## src/rtl/upload_arbiter.sv

```systemverilog
// Round-robin arbiter merging NUM_SRC upload bundles onto one USB upload channel.
// Grants are held for one burst, capped at MAX_BURST when another source is waiting.
//
// state   | meaning
// --------+-------------------------------------------------------------
// S_IDLE  | no grant; pick next active source starting at rr_ptr
// S_GRANT | source grant_id owns the channel, ready follows upload_ready
// S_DRAIN | one cycle, ready low, mux held so a late byte still gets out
module upload_arbiter #(
  parameter int NUM_SRC   = 4,
  parameter int MAX_BURST = 64
) (
  input  logic                 clk,
  input  logic                 rst,
  input  logic [NUM_SRC-1:0]   src_active,
  input  logic [NUM_SRC-1:0]   src_req,
  input  logic [NUM_SRC-1:0]   src_valid,
  input  logic [8*NUM_SRC-1:0] src_data,
  input  logic [8*NUM_SRC-1:0] src_source,
  output logic [NUM_SRC-1:0]   src_ready,
  output logic                 upload_active,
  output logic                 upload_req,
  output logic                 upload_valid,
  output logic [7:0]           upload_data,
  output logic [7:0]           upload_source,
  input  logic                 upload_ready,
  output logic [2:0]           grant_id,
  output logic                 drop_err
);

  localparam logic [1:0] S_IDLE  = 2'd0;
  localparam logic [1:0] S_GRANT = 2'd1;
  localparam logic [1:0] S_DRAIN = 2'd2;
  localparam logic [7:0] C_MAX   = 8'(MAX_BURST);
  localparam logic [2:0] C_LAST  = 3'(NUM_SRC - 1);
  localparam logic [3:0] C_NSRC  = 4'(NUM_SRC);

  logic [1:0] r_state;
  logic [2:0] r_rr_ptr;
  logic [2:0] r_grant_id;
  logic [7:0] r_byte_cnt;
  logic       r_drop_err;

  logic                 w_own;
  logic [NUM_SRC-1:0]   w_sel;
  logic                 w_valid_g;
  logic                 w_active_g;
  logic                 w_req_g;
  logic [7:0]           w_data_g;
  logic [7:0]           w_source_g;
  logic                 w_others;
  logic [7:0]           w_cnt_next;
  logic                 w_done;
  logic                 w_limit;
  logic                 w_drop;
  logic [2*NUM_SRC-1:0] w_rot;
  logic [3:0]           w_scan_sum;
  logic [2:0]           w_pick_id;

  assign w_own = (r_state == S_GRANT) || (r_state == S_DRAIN);

  always_comb begin
    w_sel      = '0;
    w_valid_g  = 1'b0;
    w_active_g = 1'b0;
    w_req_g    = 1'b0;
    w_data_g   = '0;
    w_source_g = '0;
    for (int i = 0; i < NUM_SRC; i++) begin
      if (r_grant_id == 3'(i)) begin
        w_sel[i]   = 1'b1;
        w_valid_g  = src_valid[i];
        w_active_g = src_active[i];
        w_req_g    = src_req[i];
        w_data_g   = src_data[8*i +: 8];
        w_source_g = src_source[8*i +: 8];
      end
    end
  end

  // Rotate so bit 0 is rr_ptr; the lowest set bit after rotation wins.
  assign w_rot = {src_active, src_active} >> r_rr_ptr;

  always_comb begin
    w_pick_id  = '0;
    w_scan_sum = '0;
    for (int k = NUM_SRC - 1; k >= 0; k--) begin
      if (w_rot[k]) begin
        w_scan_sum = {1'b0, r_rr_ptr} + 4'(k);
        if (w_scan_sum >= C_NSRC) w_scan_sum = w_scan_sum - C_NSRC;
        w_pick_id = w_scan_sum[2:0];
      end
    end
  end

  assign w_others   = |(src_active & ~w_sel);
  assign w_cnt_next = (w_valid_g && (r_byte_cnt != C_MAX)) ? r_byte_cnt + 8'd1 : r_byte_cnt;
  assign w_done     = !w_active_g && !w_req_g;
  assign w_limit    = (w_cnt_next == C_MAX) && w_others;
  assign w_drop     = |(src_valid & ~(w_own ? w_sel : '0));

  always_ff @(posedge clk) begin
    if (rst) begin
      r_state    <= S_IDLE;
      r_rr_ptr   <= '0;
      r_grant_id <= '0;
      r_byte_cnt <= '0;
      r_drop_err <= 1'b0;
    end else begin
      r_drop_err <= w_drop;
      case (r_state)
        S_IDLE: begin
          if (|src_active) begin
            r_grant_id <= w_pick_id;
            r_byte_cnt <= '0;
            r_state    <= S_GRANT;
          end
        end
        S_GRANT: begin
          r_byte_cnt <= w_cnt_next;
          if (w_done || w_limit) r_state <= S_DRAIN;
        end
        S_DRAIN: begin
          r_rr_ptr <= (r_grant_id == C_LAST) ? 3'd0 : r_grant_id + 3'd1;
          r_state  <= S_IDLE;
        end
        default: r_state <= S_IDLE;
      endcase
    end
  end

  always_comb begin
    upload_active = w_own;
    upload_req    = w_own && w_req_g;
    upload_valid  = w_own && w_valid_g;
    upload_data   = w_own ? w_data_g : 8'd0;
    upload_source = w_own ? w_source_g : 8'd0;
    src_ready     = ((r_state == S_GRANT) && upload_ready) ? w_sel : '0;
    grant_id      = r_grant_id;
    drop_err      = r_drop_err;
  end

endmodule

```

## config.mk

```make
export PLATFORM = sky130hd
export DESIGN_NAME = upload_arbiter
export DESIGN_NICKNAME = d
export VERILOG_FILES = /design/src/rtl/upload_arbiter.sv
export SDC_FILE = /design/constraint.sdc
export NUM_CORES = 1
export LEC_CHECK = 0
export BUFFER_PORTS_ARGS = -buffer_cell sky130_fd_sc_hd__buf_4
export CORE_MARGIN = 3
export CORE_UTILIZATION = 45
export DETAILED_ROUTE_END_ITERATION = 10
export GPL_TIMING_DRIVEN = 0
export PLACE_DENSITY = 0.9
export SLEW_MARGIN = 0
export SYNTH_ARGS = -nofsm -noshare
export SYNTH_HDL_FRONTEND = slang
export SYNTH_SLANG_ARGS = --single-unit
```

## constraint.sdc

```tcl
create_clock -name clk -period 3.14 [get_ports clk]
set_clock_uncertainty 0.05 [all_clocks]
set_input_delay 0.471 -clock clk [delete_from_list [all_inputs] [get_ports clk]]
set_output_delay 0.471 -clock clk [all_outputs]
set_load 0.005 [all_outputs]
```

==> results of run 1 <==
cells in the final DEF, fill, tap and decap left out, types with 5 or more instances in the layout:
master                     netlist  routed
sky130_fd_sc_hd__nor3b_1         5       5
sky130_fd_sc_hd__a31oi_1         5       5
sky130_fd_sc_hd__and2_1          7       7
sky130_fd_sc_hd__inv_1          13      13
sky130_fd_sc_hd__buf_4           0     104
sky130_fd_sc_hd__nand3b_1       21      21
sky130_fd_sc_hd__o21ai_0         9       9
sky130_fd_sc_hd__nand2_1        30      30
sky130_fd_sc_hd__ha_1           11      11
sky130_fd_sc_hd__nor3_1          5       5
sky130_fd_sc_hd__mux2i_1         5       5
sky130_fd_sc_hd__nor2_1         47      47
sky130_fd_sc_hd__nor2b_1         6       6
sky130_fd_sc_hd__nand3_1         6       6
sky130_fd_sc_hd__a21oi_1        69      69
sky130_fd_sc_hd__clkbuf_1       20      18
sky130_fd_sc_hd__nand2b_1        8       8
sky130_fd_sc_hd__dfxtp_1        17      17
per-stage QoR:
step                      hold slack, ns  std cells
after floorplan                   0.4162        331
after global placement            0.4330        487
after detailed placement          0.4448        487
after CTS                         0.4551        491
after global routing              0.4820        491
final                             0.4528        491
flip-flops by register name (all words and copies together), names as in the netlist:
signal      cells
r_rr_ptr        3
grant_id        3
r_byte_cnt      8
r_state         2
drop_err        1
Yosys cell counts (2+ instances only):
| cell | n |
|---|---|
| sky130_fd_sc_hd__dfxtp_1 | 17 |
| sky130_fd_sc_hd__nor3_1 | 5 |
| sky130_fd_sc_hd__nand2b_1 | 8 |
| sky130_fd_sc_hd__nor2_1 | 47 |
| sky130_fd_sc_hd__nand3b_1 | 21 |
| sky130_fd_sc_hd__a211oi_1 | 4 |
| sky130_fd_sc_hd__and2_1 | 7 |
| sky130_fd_sc_hd__o21ai_0 | 9 |
| sky130_fd_sc_hd__clkbuf_1 | 20 |
| sky130_fd_sc_hd__a21o_1 | 2 |
| sky130_fd_sc_hd__mux2i_1 | 5 |
| sky130_fd_sc_hd__a2111oi_0 | 2 |
| sky130_fd_sc_hd__a41oi_1 | 2 |
| sky130_fd_sc_hd__xnor2_1 | 3 |
| sky130_fd_sc_hd__a31oi_1 | 5 |
| sky130_fd_sc_hd__nand2_1 | 30 |
| sky130_fd_sc_hd__nor3b_1 | 5 |
| sky130_fd_sc_hd__a21oi_1 | 69 |
| sky130_fd_sc_hd__a221oi_1 | 2 |
| sky130_fd_sc_hd__nor2b_1 | 6 |
| sky130_fd_sc_hd__a2bb2oi_1 | 2 |
| sky130_fd_sc_hd__o21bai_1 | 3 |
| sky130_fd_sc_hd__ha_1 | 11 |
| sky130_fd_sc_hd__buf_1 | 6 |
| sky130_fd_sc_hd__nand3_1 | 6 |
| sky130_fd_sc_hd__or3_1 | 4 |
| sky130_fd_sc_hd__inv_1 | 13 |
path summary, 6_finish.rpt:
kind / end / startpoint / slack, ns / depth (start not counted)
worst max-delay path: upload_source[6] / grant_id[1]$_SDFFE_PP0P_ / 0.20 / 11
worst min-delay path: r_state[0]$_SDFFE_PP0P_ / r_state[0]$_SDFFE_PP0P_ / 0.45 / 2
worst max register to register: r_state[0]$_SDFFE_PP0P_ / grant_id[0]$_SDFFE_PP0P_ / 0.54 / 8
worst min register to register: r_state[0]$_SDFFE_PP0P_ / r_state[0]$_SDFFE_PP0P_ / 0.45 / 2
kinds of logic (layout without fill, tap and decap cells):
logic type / after synthesis / count (layout) / share of synthesized area, %
simple gates: 147 / 147 / 36.58
compound gates: 109 / 109 / 30.60
buf+inv: 39 / 147 / 6.858
flops: 17 / 17 / 15.94
fa+ha+maj: 11 / 11 / 6.448
mux: 5 / 5 / 2.345
xor+xnor: 3 / 3 / 1.231
layout make-up:
cell class / count / area [µm²] / share of cell area (%)
Tap cell: 52 / 65.06 / 2.144
Multi-Input combinational cell: 275 / 1648 / 54.31
Clock inverter: 1 / 7.507 / 0.2474
Sequential cell: 17 / 340.3 / 11.22
Inverter: 13 / 48.80 / 1.608
Buffer: 26 / 102.6 / 3.381
Clock buffer: 3 / 41.29 / 1.361
Timing Repair Buffer: 104 / 780.7 / 25.73
routing by layer:
metal | track usage, % | vias up
met2 | 43.62 | 104
li1 | - | 1383
met1 | 32.45 | 1269
met4 | 3.953 | 0
met5 | 0 | -
met3 | 5.207 | 9
power breakdown:
part	total, W	internal [W]	switching, W
sequential	0.000274	0.000244	0.0000299
combinational	0.00149	0.000677	0.000811
clock	0.000170	0.0000894	0.0000809
critical path, delay by kind of cell, from the launching register on:
family	cells	cell delay, ns
flip-flops	1	0.35
buffers and inverters	4	0.95
AND/OR/NAND/NOR	3	0.29
AO/OA/AOI/OAI	3	0.34
adder cells (fa/ha/maj)	1	0.21
timing repair:
| action | 4_1_cts | 5_1_grt |
|---|---|---|
| hold endpoints to repair | 0 | 0 |
| gates resized for setup | 0 | 6 |
| setup endpoints to repair | 0 | 9 |
| hold buffers | 0 | 0 |
==> flow_summary.yaml, run 1 <==
worst_setup_path:
  timing.critical_path.required_ns: 2.62
  critical_path.most_common_cell: "sky130_fd_sc_hd__a21oi_1"
  start_kind: "register"
  timing.critical_path.to_type: "primary output"
  crit_path_cell_trace: "inv_1 -> ha_1 -> clkbuf_1 -> clkbuf_1 -> nand3b_1 -> a21oi_1 -> a21oi_1 -> nor2_1 -> a21oi_1 -> nor2_1 -> buf_4"
  worst-endpoint-arrival_ns: 2.41
  timing_worst_setup_path_type: "register to primary output"
  critical-path-max-stage-delay_ns: 0.38
  timing.critical_path.slowest_stage_cell: "sky130_fd_sc_hd__clkbuf_1"
  path_max_fanout: 10
detailed_routing:
  final_antenna_net_count: 0
  num_vias: 2765
  detail_route.wirelength_um: 7173
  route.detailed.vias_per_inst: 5.631
  detailedRoute.firstPassIterationCount: 4
  route.met3.wl_um: 546
  drc_errors: 0
  routed_met1_length_um: 2993
  dr_wl_met2_um: 3574
  routedWlPerCell_um: 14.61
  drt_iter0_markers: 169
  highest-signal-layer: "met4"
timing:
  slew_viol_final: 0
  unrepaired_setup_endpoints_after_global_routing: "yes"
  worst_setup_slack_final_ns: 0.2043
  tightestPinTransition_ns: 0.8653
  report.final.setup_viol: 0
  number_of_hold_violations_in_the_final_report: 0
  final_min_period_over_clock_period_pct: 93.50
  finalWorstPathRequiredPeriod_ns: 2.936
  setup-tns-final_ns: 0
  achievable-frequency_mhz: 340.6
  slew_headroom_pct: 41.71
logic_synthesis:
  async_reset_ff_share_pct: 0
  most_used_dff_post_synth: "sky130_fd_sc_hd__dfxtp_1"
  synth.top_cell.area_share_pct: 16.18
  syn-instance-count: 331
  total_number_of_yosys_warnings: 0
  synth_sequential_area_ratio_pct: 15.94
  post_synth.cell_area_avg_um2: 6.449
  synth.cell_area_um2: 2135
  synth_edf_count: 0
  top_cells_by_area_synth: "sky130_fd_sc_hd__a21oi_1 (16%), sky130_fd_sc_hd__dfxtp_1 (16%), sky130_fd_sc_hd__nor2_1 (8.3%)"
  synth-seq-cells: 17
  post_synth_net_total: 421
  post_synthesis_cell_type_count: 44
  synth_area_leader: "sky130_fd_sc_hd__a21oi_1"
clocking:
  clk-insertion-delay-late_ns: 0.26
  postCtsSetupRepairBufs: 0
  htree_levels: 1
  cts.sink_count: 17
  cts_root_buf: "sky130_fd_sc_hd__clkbuf_8"
  cts_tree: "done"
  clkSlewWorstSetupHoldPaths_ns: 0.07
  numCtsBuffers: 3
  cts-root-to-sink-buffers: 2
power:
  cellLeakagePower_nw: 1.299
  overall_power_w: 0.001932
  power_density_nw_per_um2: 636.9
  vdd.ir_drop.worst_uv: 348.2
finish:
  syn_to_final_growth_pct: 42.15
  layout-drive-gt1-share_pct: 26.88
  finish.net_count: 530
  utilization_pct: 67.81
  fill_cells: 384
  layout.cell_area.non_filler_um2: 3034
  antenna-diode-count: 0
die:
  coreArea_um2: 4474
  die_outline_area_um2: 5606
  fp.dieH_um: 74.87
  top_level_ports: 106
  floorplan.die.width_um: 74.87
  starting_density_of_the_core_pct: 47.71
  placement_rows: 24
global_route:
  pin_count_of_the_biggest_net_entering_global_routing: 12
  grt_overflow: 0
  grt_antenna_before_repair: 0
  overall_global_routing_resource_usage_pct: 25.10
  wire_length_of_the_first_global_routing_pass_um: 11400
  via_count_of_the_first_global_routing_pass: 2571
place:
  place_worst_setup_slack_ns: 0.4244
  placed_area_um2: 2980
  place.port_buffers: 104
  place.detailed.hpwl_um: 5777
  gp_congestion: 0.8514
min_path:
  min_path_type: "register to register"
status:
  outcome: "completed"
job:
  drv_cap: 0
Power figures use the tool's default switching activity.
==> run 2: changes to the inputs <==
Clock period 3.14 ns to 3.61 ns, I/O delays scaled along.
==> flow_summary.yaml, run 2 (synthesized netlist as in run 1, its figures left out) <==
status:
  outcome: "completed"
clocking:
  cts_tree: "done"
  cts.sink_count: 17
  cts-root-to-sink-buffers: 2
  numCtsBuffers: 3
  post_cts_resize_count: 0
  postCtsSetupRepairBufs: 0
  clkSlewWorstSetupHoldPaths_ns: 0.07
  htree_levels: 1
  clk-insertion-delay-late_ns: 0.26
  cts_root_buf: "sky130_fd_sc_hd__clkbuf_8"
  cts_hold_buf: 0
die:
  fp.dieH_um: 74.87
  top_level_ports: 106
  coreArea_um2: 4474
  floorplan.die.width_um: 74.87
  starting_density_of_the_core_pct: 47.71
  die_outline_area_um2: 5606
  placement_rows: 24
detailed_routing:
  drc_errors: 0
  route.detailed.vias_per_inst: 5.633
  final_antenna_net_count: 0
  routedWlPerCell_um: 14.57
  detailedRoute.firstPassIterationCount: 7
  num_vias: 2766
  drt_iter0_markers: 170
  detail_route.wirelength_um: 7156
place:
  gp_congestion: 0.8514
  place.detailed.hpwl_um: 5777
  place.port_buffers: 104
min_path:
  min_path_type: "register to register"
global_route:
  wire_length_of_the_first_global_routing_pass_um: 11400
  via_count_of_the_first_global_routing_pass: 2571
  grt_antenna_before_repair: 0
  grt_overflow: 0
  overall_global_routing_resource_usage_pct: 25.10
  pin_count_of_the_biggest_net_entering_global_routing: 12
power:
  vdd.ir_drop.worst_uv: 304.0
  power_density_nw_per_um2: 553.6
  cellLeakagePower_nw: 1.287
finish:
  finish.net_count: 530
  syn_to_final_growth_pct: 41.91
  registers.top_by_ff_count: "r_byte_cnt"
  most_common_cell_after_layout_fill_and_taps_aside: "sky130_fd_sc_hd__buf_4"
  largest_reg_flops: 8
  antenna-diode-count: 0
  top_library_cells_by_usage_in_the_layout_fill_and_taps_aside: "sky130_fd_sc_hd__buf_4 (104), sky130_fd_sc_hd__a21oi_1 (69), sky130_fd_sc_hd__nor2_1 (47), sky130_fd_sc_hd__nand2_1 (30), sky130_fd_sc_hd__nand3b_1 (21)"
  multi_input_area_um2: 1648
  final-seq-area_um2: 340.3
  fill_cells: 383
  layout-drive-gt1-share_pct: 25.97
timing:
  report.final.setup_viol: 0
  tightestPinTransition_ns: 0.8406
  unrepaired_setup_endpoints_after_global_routing: "no"
  final_min_period_over_clock_period_pct: 86.75
  finalWorstPathRequiredPeriod_ns: 3.132
  slew_viol_final: 0
  setup-tns-final_ns: 0
  achievable-frequency_mhz: 319.3
  number_of_hold_violations_in_the_final_report: 0
  slew_headroom_pct: 43.37
  fin_worst_hold_slack_ns: 0.4571
worst_setup_path:
  timing.critical_path.to_type: "primary output"
  start_kind: "register"
  timing_worst_setup_path_type: "register to primary output"
  timing.critical_path.required_ns: 3.02
  timing.critical_path.to: "upload_source[6]"
  path_max_fanout: 10
  worst-endpoint-arrival_ns: 2.54
  reg2reg_launch_point: "grant_id[0]$_SDFFE_PP0P_"
  setup.worst_path.start: "grant_id[0]$_SDFFE_PP0P_"
  r2r_slack_ns: 1.02
  rr_endpoint: "r_state[0]$_SDFFE_PP0P_"
  reg2reg_depth: 8
job:
  drv_cap: 0
-- run 2: area by class of cell --
type / count / area share (%)
Buffer: 26 / 3.222
Clock buffer: 3 / 1.363
Clock inverter: 1 / 0.2478
Inverter: 13 / 1.611
Multi-Input combinational cell: 275 / 54.40
Sequential cell: 17 / 11.23
Tap cell: 52 / 2.148
Timing Repair Buffer: 104 / 25.77
-- run 2: stage by stage --
stage,total power [W],std cells,worst slack (ns),cell area (µm²),utilization (%)
3_5_place_dp,0.001512,487,0.8239,2980,66.61
4_1_cts,0.001667,491,0.5196,3029,67.70
2_1_floorplan,0.001064,331,1.315,2135,-
3_3_place_gp,0.001479,487,0.8716,2980,66.61
5_1_grt,0.001838,491,0.1509,3029,67.70
6_report,0.001677,491,0.4783,3029,67.70
-- run 2: worst min-delay path by stage --
stage	from	end	slack (ns)	cells past startpoint
2_1_floorplan	r_state[1]$_SDFFE_PP0P_	r_state[1]$_SDFFE_PP0P_	0.42	1
3_3_place_gp	r_state[1]$_SDFFE_PP0P_	r_state[1]$_SDFFE_PP0P_	0.43	1
3_5_place_dp	r_state[0]$_SDFFE_PP0P_	r_state[0]$_SDFFE_PP0P_	0.44	2
4_1_cts	r_state[0]$_SDFFE_PP0P_	r_state[0]$_SDFFE_PP0P_	0.46	2
5_1_grt	r_state[0]$_SDFFE_PP0P_	r_state[0]$_SDFFE_PP0P_	0.48	2
6_report	r_state[0]$_SDFFE_PP0P_	r_state[0]$_SDFFE_PP0P_	0.46	2
-- run 2: worst max-delay path, cell delays in order (launching register included) --
cell and delay, ns:
sky130_fd_sc_hd__dfxtp_1 0.36, sky130_fd_sc_hd__inv_1 0.13, sky130_fd_sc_hd__ha_1 0.26, sky130_fd_sc_hd__clkbuf_1 0.37, sky130_fd_sc_hd__clkbuf_1 0.37, sky130_fd_sc_hd__nand3b_1 0.12, sky130_fd_sc_hd__a21oi_1 0.18, sky130_fd_sc_hd__a21oi_1 0.06
sky130_fd_sc_hd__nor2_1 0.12, sky130_fd_sc_hd__a21oi_1 0.06, sky130_fd_sc_hd__nor2_1 0.12, sky130_fd_sc_hd__buf_4 0.13
-- run 2: power breakdown --
part	switching (W)	internal, W	total [W]
Sequential	0.0000264	0.000213	0.000239
Combinational	0.000702	0.000585	0.00129
Clock	0.0000731	0.0000779	0.000151
-- run 2: metal layers --
layer	part of all wire [%]	vias to the layer above	track usage [%]
met5	0	-	0
met4	0.84	0	3.953
met3	7.2	9	5.207
met2	50	95	43.62
met1	42	1281	32.45
li1	-	1381	-
==> run 3: changes to the inputs <==
Settings changed: PLACE_DENSITY 0.9 to 0.89.
==> flow_summary.yaml, run 3 (synthesized netlist as in run 1, its figures left out) <==
finish:
  finish.net_count: 530
  registers.top_by_ff_count: "r_byte_cnt"
  antenna-diode-count: 0
  top_library_cells_by_usage_in_the_layout_fill_and_taps_aside: "sky130_fd_sc_hd__buf_4 (104), sky130_fd_sc_hd__a21oi_1 (69), sky130_fd_sc_hd__nor2_1 (47), sky130_fd_sc_hd__nand2_1 (30), sky130_fd_sc_hd__nand3b_1 (21)"
  syn_to_final_growth_pct: 41.91
  fill_cells: 389
  most_common_cell_after_layout_fill_and_taps_aside: "sky130_fd_sc_hd__buf_4"
  utilization_pct: 67.70
  largest_reg_flops: 8
  layout-drive-gt1-share_pct: 25.97
timing:
  finalWorstPathRequiredPeriod_ns: 3.093
  number_of_hold_violations_in_the_final_report: 0
  report.final.setup_viol: 0
  final_min_period_over_clock_period_pct: 85.68
  slew_headroom_pct: 39.64
  unrepaired_setup_endpoints_after_global_routing: "no"
  setup-tns-final_ns: 0
  slew_viol_final: 0
  achievable-frequency_mhz: 323.3
  tightestPinTransition_ns: 0.8826
die:
  top_level_ports: 106
  placement_rows: 24
  coreArea_um2: 4474
  die_outline_area_um2: 5606
  fp.dieH_um: 74.87
  starting_density_of_the_core_pct: 47.71
  floorplan.die.width_um: 74.87
detailed_routing:
  detailedRoute.firstPassIterationCount: 5
  drt_iter0_markers: 174
  route.detailed.vias_per_inst: 5.670
  final_antenna_net_count: 0
  num_vias: 2784
  routedWlPerCell_um: 14.82
  detail_route.wirelength_um: 7279
  drc_errors: 0
worst_setup_path:
  timing.critical_path.to_type: "primary output"
  reg2reg_launch_point: "r_rr_ptr[0]$_SDFFE_PP0N_"
  timing.critical_path.required_ns: 3.02
  critical_path.most_common_cell: "sky130_fd_sc_hd__a21oi_1"
  timing.critical_path.slowest_stage_cell: "sky130_fd_sc_hd__clkbuf_1"
  worst-endpoint-arrival_ns: 2.50
  rr_endpoint: "grant_id[1]$_SDFFE_PP0P_"
  timing_worst_setup_path_type: "register to primary output"
  critical-path-max-stage-delay_ns: 0.38
  crit_path_cell_trace: "inv_1 -> ha_1 -> clkbuf_1 -> clkbuf_1 -> nand3b_1 -> a21oi_1 -> a21oi_1 -> nor2_1 -> a21oi_1 -> nor2_1 -> buf_4"
  path_max_fanout: 10
  reg2reg_depth: 9
  r2r_slack_ns: 1.04
  start_kind: "register"
place:
  gp_congestion: 0.8739
  place.port_buffers: 104
  place.detailed.hpwl_um: 5800
clocking:
  clk-insertion-delay-late_ns: 0.26
  clkSlewWorstSetupHoldPaths_ns: 0.07
  cts.sink_count: 17
  htree_levels: 1
  cts-root-to-sink-buffers: 2
  post_cts_resize_count: 0
  numCtsBuffers: 3
  postCtsSetupRepairBufs: 0
  cts_tree: "done"
  cts_hold_buf: 0
  cts_root_buf: "sky130_fd_sc_hd__clkbuf_8"
power:
  power.switching_fraction_pct: 47.54
  combinationalPowerShare_pct: 76.9
  power.internal_w: 0.0008741
  power_density_nw_per_um2: 550.1
  switching_power_w: 0.0007921
  vdd.ir_drop.worst_uv: 333.2
  pwr-share-seq_pct: 14.4
  cellLeakagePower_nw: 1.287
  clock_power_share_pct: 8.8
global_route:
  grt_overflow: 0
  overall_global_routing_resource_usage_pct: 24.35
  via_count_of_the_first_global_routing_pass: 2468
  pin_count_of_the_biggest_net_entering_global_routing: 12
  wire_length_of_the_first_global_routing_pass_um: 11030
  grt_antenna_before_repair: 0
status:
  outcome: "completed"
min_path:
  min_to: "r_state[0]$_SDFFE_PP0P_"
  timing.hold.worst_path_depth: 2
  min_path_type: "register to register"
  hold_start: "r_state[0]$_SDFFE_PP0P_"
job:
  drv_cap: 0
-- run 3: routing by layer --
metal,share of wire (%),track usage (%),up-vias
li1,-,-,1382
met1,42,32.10,1268
met3,7.8,4.539,12
met2,49,41.78,122
met4,1.5,4.150,0
met5,0,0,-
-- run 3: worst max-delay path by stage --
stage	from	endpoint	slack, ns
4_1_cts	grant_id[0]$_SDFFE_PP0P_	upload_source[5]	0.55
5_1_grt	grant_id[0]$_SDFFE_PP0P_	upload_source[6]	0.28
2_1_floorplan	grant_id[0]$_SDFFE_PP0P_	upload_data[6]	1.32
3_5_place_dp	grant_id[0]$_SDFFE_PP0P_	upload_source[5]	0.86
3_3_place_gp	grant_id[0]$_SDFFE_PP0P_	upload_source[6]	0.88
6_report	grant_id[0]$_SDFFE_PP0P_	upload_source[4]	0.52
-- run 3: power by group through the flow --
| stage | sequential [W] | clock (W) | combinational, W |
|---|---|---|---|
| final | 0.000239 | 0.000146 | 0.00128 |
| after global routing | 0.000242 | 0.000159 | 0.00142 |
| after CTS | 0.000238 | 0.000149 | 0.00127 |
| after detailed placement | 0.000242 | 0 | 0.00126 |
| after global placement | 0.000240 | 0 | 0.00124 |
| after floorplan | 0.000236 | 0 | 0.000828 |
-- run 3: through the flow --
stage | std cells | hold WS [ns] | power (W) | setup slack, ns | area (µm²)
after detailed placement | 487 | 0.4381 | 0.001505 | 0.8591 | 2980
final | 491 | 0.4556 | 0.001666 | 0.5169 | 3029
after global placement | 487 | 0.4324 | 0.001480 | 0.8761 | 2980
after CTS | 491 | 0.4592 | 0.001660 | 0.5487 | 3029
after floorplan | 331 | 0.4162 | 0.001064 | 1.315 | 2135
after global routing | 491 | 0.4842 | 0.001817 | 0.2826 | 3029
-- run 3: critical path: cells and delay by family (launching register included) --
family,cells,cell delay [ns]
compound gates,3,0.30
simple gates,3,0.35
buf+inv,4,0.99
fa+ha+maj,1,0.24
flops,1,0.36
-- run 3: final cells by class --
class | count | area [µm²] | share of cell area (%)
inverter | 13 | 48.80 | 1.611
tap | 52 | 65.06 | 2.148
sequential | 17 | 340.3 | 11.23
timing repair buffer | 104 | 780.7 | 25.77
buffer | 26 | 97.59 | 3.222
clock buffer | 3 | 41.29 | 1.363
multi-input combinational | 275 | 1648 | 54.40
clock inverter | 1 | 7.507 | 0.2478
